==> src/rtl/msx_bus_initiator.sv <==
// Host-side MSX cartridge bus initiator: one REQ/ACK transaction becomes a Z80-timed memory
// or I/O cycle. Optional wait abort is enabled with `define MSX_BUS_INITIATOR_WAIT_TIMEOUT_EN.
module msx_bus_initiator #(
    parameter int unsigned T_DIV        = 6,
    parameter int unsigned WAIT_TIMEOUT = 1024
) (
    input  logic        CLK,
    input  logic        RESET_n,
    input  logic        REQ,
    input  logic        REQ_WR,
    input  logic        REQ_IO,
    input  logic [15:0] REQ_ADDR,
    input  logic [7:0]  REQ_WDATA,
    output logic        ACK,
    output logic [7:0]  RDATA,
    output logic        BUSY,
    output logic        TIMEOUT_ERR,
    output logic [15:0] ADDR,
    output logic [7:0]  DOUT,
    output logic        DOUT_OE,
    input  logic [7:0]  DIN,
    input  logic        BUSDIR_n,
    input  logic        WAIT_n,
    output logic        MERQ_n,
    output logic        IORQ_n,
    output logic        RD_n,
    output logic        WR_n,
    output logic        SLTSL_n
);

    localparam int unsigned CW = (T_DIV > 2) ? $clog2(T_DIV) : 1;
    localparam logic [CW-1:0] T_LAST = CW'(T_DIV - 1);
    localparam logic [CW-1:0] T_HALF = CW'(T_DIV / 2);

    typedef enum logic [2:0] {
        StIdle,
        StT1,
        StT2,
        StTw,
        StT3,
        StDone
    } state_e;

    state_e        state_q, state_d;
    logic [CW-1:0] tcnt_q, tcnt_d;
    logic          wr_q, wr_d;
    logic          io_q, io_d;
    logic          owed_q, owed_d;
    logic [15:0]   addr_q, addr_d;
    logic [7:0]    wdata_q, wdata_d;
    logic [7:0]    rdata_q, rdata_d;

    logic t_last;
    logic accept;
    logic wait_expired;
    logic timed_out;

    assign t_last = (tcnt_q == T_LAST);
    assign accept = (state_q == StIdle) && REQ;

`ifdef MSX_BUS_INITIATOR_WAIT_TIMEOUT_EN
    localparam int unsigned WW = $clog2(WAIT_TIMEOUT + 1);

    logic [WW-1:0] wcnt_q;
    logic          to_q;
    logic          wait_end;

    // A wait-driven decision point: end of T2/TW with the mandatory I/O TW already paid.
    assign wait_end     = ((state_q == StT2) || (state_q == StTw)) && t_last && !owed_q &&
                          !WAIT_n;
    assign wait_expired = (wcnt_q >= WW'(WAIT_TIMEOUT));
    assign timed_out    = to_q;

    always_ff @(posedge CLK or negedge RESET_n) begin
        if (!RESET_n) begin
            wcnt_q <= '0;
            to_q   <= 1'b0;
        end else if (accept) begin
            wcnt_q <= '0;
            to_q   <= 1'b0;
        end else if (wait_end) begin
            if (wait_expired) begin
                to_q <= 1'b1;
            end else begin
                wcnt_q <= wcnt_q + 1'b1;
            end
        end
    end
`else
    logic unused_wait_timeout;

    assign wait_expired        = 1'b0;
    assign timed_out           = 1'b0;
    assign unused_wait_timeout = (WAIT_TIMEOUT == 0);
`endif

    always_ff @(posedge CLK or negedge RESET_n) begin
        if (!RESET_n) begin
            state_q <= StIdle;
            tcnt_q  <= '0;
            wr_q    <= 1'b0;
            io_q    <= 1'b0;
            owed_q  <= 1'b0;
            addr_q  <= 16'h0000;
            wdata_q <= 8'h00;
            rdata_q <= 8'hFF;
        end else begin
            state_q <= state_d;
            tcnt_q  <= tcnt_d;
            wr_q    <= wr_d;
            io_q    <= io_d;
            owed_q  <= owed_d;
            addr_q  <= addr_d;
            wdata_q <= wdata_d;
            rdata_q <= rdata_d;
        end
    end

    always_comb begin
        state_d = state_q;
        wr_d    = wr_q;
        io_d    = io_q;
        owed_d  = owed_q;
        addr_d  = addr_q;
        wdata_d = wdata_q;
        rdata_d = rdata_q;

        // Counter runs only inside T-states; leaving IDLE therefore always starts at zero.
        if ((state_q == StT1 || state_q == StT2 || state_q == StTw || state_q == StT3) &&
            !t_last) begin
            tcnt_d = tcnt_q + 1'b1;
        end else begin
            tcnt_d = '0;
        end

        case (state_q)
            StIdle: begin
                if (REQ) begin
                    state_d = StT1;
                    wr_d    = REQ_WR;
                    io_d    = REQ_IO;
                    owed_d  = REQ_IO;
                    addr_d  = REQ_ADDR;
                    wdata_d = REQ_WDATA;
                end
            end
            StT1: begin
                if (t_last) begin
                    state_d = StT2;
                end
            end
            StT2, StTw: begin
                if (t_last) begin
                    if (owed_q) begin
                        state_d = StTw;
                        owed_d  = 1'b0;
                    end else if (!WAIT_n && !wait_expired) begin
                        state_d = StTw;
                    end else begin
                        state_d = StT3;
                    end
                end
            end
            StT3: begin
                if (t_last) begin
                    state_d = StDone;
                    if (!wr_q) begin
                        // Floating bus reads as FF: no I/O responder, or the wait was aborted.
                        rdata_d = (timed_out || (io_q && BUSDIR_n)) ? 8'hFF : DIN;
                    end
                end
            end
            StDone: begin
                state_d = StIdle;
            end
            default: begin
                state_d = StIdle;
            end
        endcase
    end

    logic early;
    logic active;

    assign early  = (state_q == StT1) && (tcnt_q >= T_HALF);
    assign active = (state_q == StT2) || (state_q == StTw) || (state_q == StT3);

    always_comb begin
        MERQ_n  = 1'b1;
        SLTSL_n = 1'b1;
        IORQ_n  = 1'b1;
        RD_n    = 1'b1;
        WR_n    = 1'b1;
        DOUT_OE = 1'b0;

        if (io_q) begin
            IORQ_n = !active;
            RD_n   = wr_q || !active;
            WR_n   = !(wr_q && active);
        end else begin
            MERQ_n  = !(early || active);
            SLTSL_n = !(early || active);
            RD_n    = wr_q || !(early || active);
            WR_n    = !(wr_q && active);
        end

        DOUT_OE = wr_q && ((state_q == StT1) || active);
    end

    assign ACK         = (state_q == StDone);
    assign TIMEOUT_ERR = (state_q == StDone) && timed_out;
    assign BUSY        = (state_q != StIdle);
    assign ADDR        = addr_q;
    assign DOUT        = wdata_q;
    assign RDATA       = rdata_q;

endmodule

==> config.mk <==
export PLATFORM = sky130hd
export DESIGN_NAME = msx_bus_initiator
export DESIGN_NICKNAME = d
export VERILOG_FILES = /design/src/rtl/msx_bus_initiator.sv
export SDC_FILE = /design/constraint.sdc
export NUM_CORES = 1
export LEC_CHECK = 0
export ABC_AREA = 0
export CAP_MARGIN = 5
export CORE_ASPECT_RATIO = 0.9
export CORE_MARGIN = 5
export CORE_UTILIZATION = 41
export CTS_CLUSTER_DIAMETER = 30
export DETAILED_ROUTE_END_ITERATION = 6
export PLACE_DENSITY = 0.75
export SLEW_MARGIN = 15
export SYNTH_ARGS = -nofsm -noshare
export SYNTH_HDL_FRONTEND = slang
export SYNTH_SLANG_ARGS = --single-unit
==> constraint.sdc <==
create_clock -name CLK -period 1.9 [get_ports CLK]
set_input_delay 0.38 -clock CLK [delete_from_list [all_inputs] [get_ports CLK]]
set_output_delay 0.38 -clock CLK [all_outputs]
set_load 0.02 [all_outputs]
# After elaboration in Yosys (flattened, before gate mapping)
# Index checks and enable logic that the tools add are counted.
dict set report word_totals {
  reg_bits 41
  in_bits 39
  out_inout_bits 41
  word_cells 62
}
dict set report op_classes {
  add_sub_neg 1
  n_lt_le_gt_ge 1
  eq_ne 10
  n_mux 15
  bitwise_logic 1
  n_reduce_logical 26
}
# operator count
set ops {}
lappend ops {{two-way mux 3 bit} 7}
lappend ops {{one-hot mux 3 bit (4 select lines)} 1}
lappend ops {{== test 3 bit (second input constant)} 3}
lappend ops {{logical OR 1 bit} 9}
lappend ops {{two-way mux 8 bit} 1}
lappend ops {{!= test 2 bit (second input constant)} 4}
lappend ops {{== test 3 x 2 -> 1 bit (second input constant)} 2}
lappend ops {{AND reduction 3 bit} 2}
lappend ops {{logical AND 1 bit} 5}
lappend ops {{two-way mux 1 bit} 5}
lappend ops {{zero test 1 bit} 4}
lappend ops {{AND reduction 4 bit} 1}
lappend ops {{adder 3 x 1 -> 3 bit (second input constant)} 1}
lappend ops {{== test 3 x 1 -> 1 bit (second input constant)} 1}
lappend ops {{>= comparator 3 x 2 -> 1 bit (second input constant)} 1}
lappend ops {{zero test 3 bit} 1}
lappend ops {{nonzero test 3 bit} 1}
lappend ops {{one-hot mux 1 bit (2 select lines)} 1}
lappend ops {{AND reduction 2 bit} 1}
lappend ops {{nonzero test 2 bit} 1}
lappend ops {{OR reduction 2 bit} 1}
lappend ops {{NOT 1 bit} 1}

# Logic depth before layout (Yosys ltp)
dict set report depth {
  ltp_word 7
  mapped_depth 6
  mapped_depth_nobuf 5
}

# Worst setup path before layout
# OpenSTA, ideal clock, no wires.
dict set report synth_timing {
  path_kind {register to output}
  startpoint {reg tcnt_q[0]}
  endpoint {out SLTSL_n}
  t_arrival_ns 1.932
  required_time_ns 1.520
  setup_slack_ns -0.412
  path_stages_with_launch 7
  n_path_buf 1
  path_cell_list {dfrtp_1 > ha_1 > ha_1 > a211o_1 > and3_1 > o21ai_0 > buf_4}
}
dict set report synth_via {
  elab_chain_cells 5
}
# item line
set synth_lines {}
lappend synth_lines {{start, declared} 45} ;# logic [CW-1:0] tcnt_q, tcnt_d;
lappend synth_lines {{start signal, assigned} 109} ;# tcnt_q <= tcnt_d;
lappend synth_lines {{>= comparator 3 x 2 -> 1 bit} 185} ;# assign early = (state_q == StT1) && (tcnt_q >= T_HALF);
lappend synth_lines {{logical AND 1 bit} 185}
lappend synth_lines {{logical OR 1 bit} --}
lappend synth_lines {{zero test 1 bit} --}
lappend synth_lines {{two-way mux 1 bit} --}
lappend synth_lines {{end, declared} 28} ;# output logic SLTSL_n
# Every way passes these cells.

# Final worst setup path
dict set report layout_timing {
  startpoint {reg tcnt_q[0]}
  endpoint {out RD_n}
}
dict set report layout_via {
  elab_chain_cells 6
}
# item line
set layout_lines {}
lappend layout_lines {{>= comparator 3 x 2 -> 1 bit} 185}
lappend layout_lines {{logical AND 1 bit} 185}
lappend layout_lines {{logical OR 1 bit} 203} ;# RD_n = wr_q || !(early || active);
lappend layout_lines {{zero test 1 bit} 203}
lappend layout_lines {{logical OR 1 bit} 203}
lappend layout_lines {{two-way mux 1 bit} 196} ;# if (io_q) begin
lappend layout_lines {{end, declared} 26} ;# output logic RD_n,
# Every way passes these cells.

==> run_results.csv <==
group,metric,value,unit
floorplanning,core.rowCount,22,
worst_setup_path,critical_path_class,"reg2out",
global_routing,grt_use_total,16.6,%
finish,finish.utilization,69.3,%
logic_synthesis,warnings_synthesis,0,
logic_synthesis,post_synth_instance_area,0.00175,sq mm
place,detailed_place_hpwl,3540,um
power_and_ir_drop,cell_internal_power,2.73,mW
logic_synthesis,synth-seq-cells,41,
clock_tree,clkLatencyLatePin,290,ps
clock_tree,cts_max_level,2,
floorplanning,start_util,42.7,%
finish,seq_area,0.00104,sq mm
clock_tree,cts.path.max_buffers,2,
detailed_routing,routed_wl_per_cell,16.3,um
detailed_routing,drt_pass1_iterations,4,
clock_tree,clock_sink_count,41,
sta,rsz0062_at_grt,"true",
detailed_routing,drc_errors_left,0,
logic_synthesis,postSynthNetCount,174,
detailed_routing,dr_total_vias,1418,
place,gpl.final_weighted_congestion,0.837,
floorplanning,core_area,0.00410,sq mm
sta,timing_max_transition_violations_final,0,
clock_tree,clock-root-buffer,"sky130_fd_sc_hd__clkbuf_8",
finish,area_delta_synth_final,62.4,%
power_and_ir_drop,power.share.sequential,33.3,%
power_and_ir_drop,max-vdd-ir-drop,0.930,mV
floorplanning,top_level_ports,80,
sta,setup_violations,5,
place,placedCellCount,268,
sta,final.min_clock_period,2120,ps
worst_setup_path,timing.critical_path.from_type,"flop",
outcome,violations,"setup timing",
power_and_ir_drop,comb_power_share,53.2,%
finish,num-nets-final,272,
sta,timing.fmax,473,MHz
floorplanning,die_width,78.9,um
sta,worst_hold_slack,18.7,ps
logic_synthesis,synth.yosys.seq_area_share,59.2,%
worst_setup_path,timing.critical_path.required,1520,ps
global_routing,overflow_left_after_global_routing,0,
finish,summed_area_of_non_filler_cells_in_the_final_layout,0.00284,sq mm
hold_path,min_path_type,"in2async",
finish,fillCellCount,286,
global_routing,grt_pass1_vias,1517,
worst_setup_path,critical_path.endpoint_type,"primary output",
logic_synthesis,synth-edff-count,0,
sta,worst_clock_skew,8.12,ps
global_routing,pin_count_of_the_biggest_net_entering_global_routing,25,
logic_synthesis,postSynthCellCount,132,
logic_synthesis,synth_commonest_cells,"33 x sky130_fd_sc_hd__dfrtp_1, 32 x sky130_fd_sc_hd__mux2_2, 10 x sky130_fd_sc_hd__nand2b_1",
finish,drive_gt1_share,35.9,%
global_routing,grt_first_pass_wirelength,7310,um
logic_synthesis,synth_top_area_share,47.2,%
finish,n_antenna_cell,0,
logic_synthesis,postSynth.asyncResetShare,100,%
clock_tree,ctsHoldBuffers,0,
finish,multiInputGateArea,721,sq um
place,placement.cell_area,0.00270,sq mm
sta,min_period_over_period,111,%
outcome,outcome,"finished, violations left",
worst_setup_path,cp.arrival,1740,ps
logic_synthesis,yosysTopAreaCell,"sky130_fd_sc_hd__dfrtp_1",
detailed_routing,drtAntennaViolNets,0,
sta,post_route_worst_setup_slack,-215,ps
logic_synthesis,synth.top_cells.by_area,"sky130_fd_sc_hd__dfrtp_1 47%, sky130_fd_sc_hd__mux2_2 21%, sky130_fd_sc_hd__dfstp_2 12%",
clock_tree,clk_pin_slew_worst_paths,80,ps
worst_setup_path,worst-path-max-fanout,2,
logic_synthesis,synth_area_per_cell,13.3,sq um
power_and_ir_drop,design_power_total,4.32,mW
power_and_ir_drop,total_leakage_power,1.21,nW
logic_synthesis,post_synth_num_cell_types,24,
power_and_ir_drop,power_density,1520,mW/mm^2
detailed_routing,viasPerCell,5.08,
detailed_routing,drt_wl_total,4540,um
place,io_buffer_count,78,
power_and_ir_drop,power.share.switching,36.9,%
clock_tree,clock_tree_from_tritoncts,"done",
finish,final-instance-count-excl-fill,279,
floorplanning,die_area,0.00568,sq mm
flow_run,cap_viol_max_count,0,
floorplanning,die_h,72.0,um
logic_synthesis,yosys.cell_count.top_type,"sky130_fd_sc_hd__dfrtp_1",
detailed_routing,drt_iter0_drc,52,
logic_synthesis,synthFlopType,"sky130_fd_sc_hd__dfrtp_1",
sta,finalHoldViolCount,0,
global_routing,antenna_found_initial,0,
power_and_ir_drop,share_clk_of_total_power,13.5,%
power_and_ir_drop,switching_power,1.59,mW
clock_tree,tritoncts.num_buffers,5,
-- power by group through the flow --
stage	combinational, mW	sequential (mW)	clock (mW)
6_report	2.30	1.44	0.584
5_1_grt	2.45	1.48	0.633
4_1_cts	2.26	1.43	0.589
3_5_place_dp	2.24	1.45	0
3_3_place_gp	2.17	1.41	0
2_1_floorplan	0.766	1.77	0
-- layout make-up --
type	instances	share of cell area, %
tap	48	2.11
sequential	41	36.4
multi-input combinational	80	25.4
inverter	6	0.792
clock buffer	8	3.17
timing repair buffer	96	32.1
-- layer usage --
layer / routed length [um] / vias up / GRT usage [%]
li1: - / 649 / -
met1: 1810 / 682 / 18.3
met2: 2170 / 76 / 29.2
met3: 463 / 11 / 6.20
met4: 94 / 0 / 6.49
met5: 0 / - / 0
-- worst paths after layout --
check                           start   endpoint  slack [ps]  cells past startpoint
hold / removal                RESET_n  tcnt_q[0]          20                      1
setup reg to reg           state_q[1]   RDATA[5]          50                      6
min in group CLK              DOUT[1]    DOUT[1]         510                      1
hold reg to reg               DOUT[1]    DOUT[1]         510                      1
max in group asynchronous     RESET_n    ADDR[0]        1410                      2
setup / recovery            tcnt_q[0]       RD_n        -220                      6
-- state kept, by name, summed over array words and instances (netlist names) --
name	count
tcnt_q	3
RDATA	8
wr_q	1
DOUT	8
ADDR	16
state_q	3
owed_q	1
io_q	1
-- stage by stage --
step / TNS (ps) / setup slack, ps
after detailed placement: -1820 / -527
after floorplan: -52.3 / -26.5
after CTS: -838 / -232
final: -804 / -215
after global routing: -1150 / -255
after global placement: -1490 / -428
-- cell usage in the layout (no fill, tap or decap), types with 2 or more instances in the layout --
master,n
sky130_fd_sc_hd__clkdlybuf4s50_1,69
sky130_fd_sc_hd__nor2_1,4
sky130_fd_sc_hd__dfrtp_1,33
sky130_fd_sc_hd__buf_6,2
sky130_fd_sc_hd__o21ai_4,2
sky130_fd_sc_hd__nand2_1,7
sky130_fd_sc_hd__nor3_1,2
sky130_fd_sc_hd__and3_1,2
sky130_fd_sc_hd__dfstp_2,8
sky130_fd_sc_hd__buf_12,2
sky130_fd_sc_hd__clkbuf_1,2
sky130_fd_sc_hd__buf_2,4
sky130_fd_sc_hd__nand2b_1,10
sky130_fd_sc_hd__o21ai_0,5
sky130_fd_sc_hd__buf_4,18
sky130_fd_sc_hd__clkbuf_8,6
sky130_fd_sc_hd__inv_1,6
sky130_fd_sc_hd__mux2_2,32
sky130_fd_sc_hd__a31oi_1,2
-- worst max-delay path, cell delays in order (launching register included) --
cell	delay [ps]
sky130_fd_sc_hd__dfrtp_1	400
sky130_fd_sc_hd__ha_2	200
sky130_fd_sc_hd__ha_4	150
sky130_fd_sc_hd__a211o_1	230
sky130_fd_sc_hd__and3_4	170
sky130_fd_sc_hd__a22oi_2	150
sky130_fd_sc_hd__buf_6	150
-- kinds of logic (layout without fill, tap and decap cells) --
kind of cell               count (synthesis)  count (layout)  share of synthesized area [%]
and+or+nand+nor                           32              32                           10.8
muxes                                     32              32                           20.6
DFF                                       41              41                           59.2
adders and majority gates                  3               3                           2.14
AOI/OAI and AO/OA                         12              12                           4.07
buffers and inverters                     11             110                           3.00
other                                      1               1                          0.214
-- timing repair --
item | 4_1_cts | 5_1_grt
setup endpoints to repair | 8 | 16
resized for setup | 38 | 8
pin swaps | 3 | 2
buffers inserted | 2 | 1
Note: power is estimated with default switching activity, not from simulation.
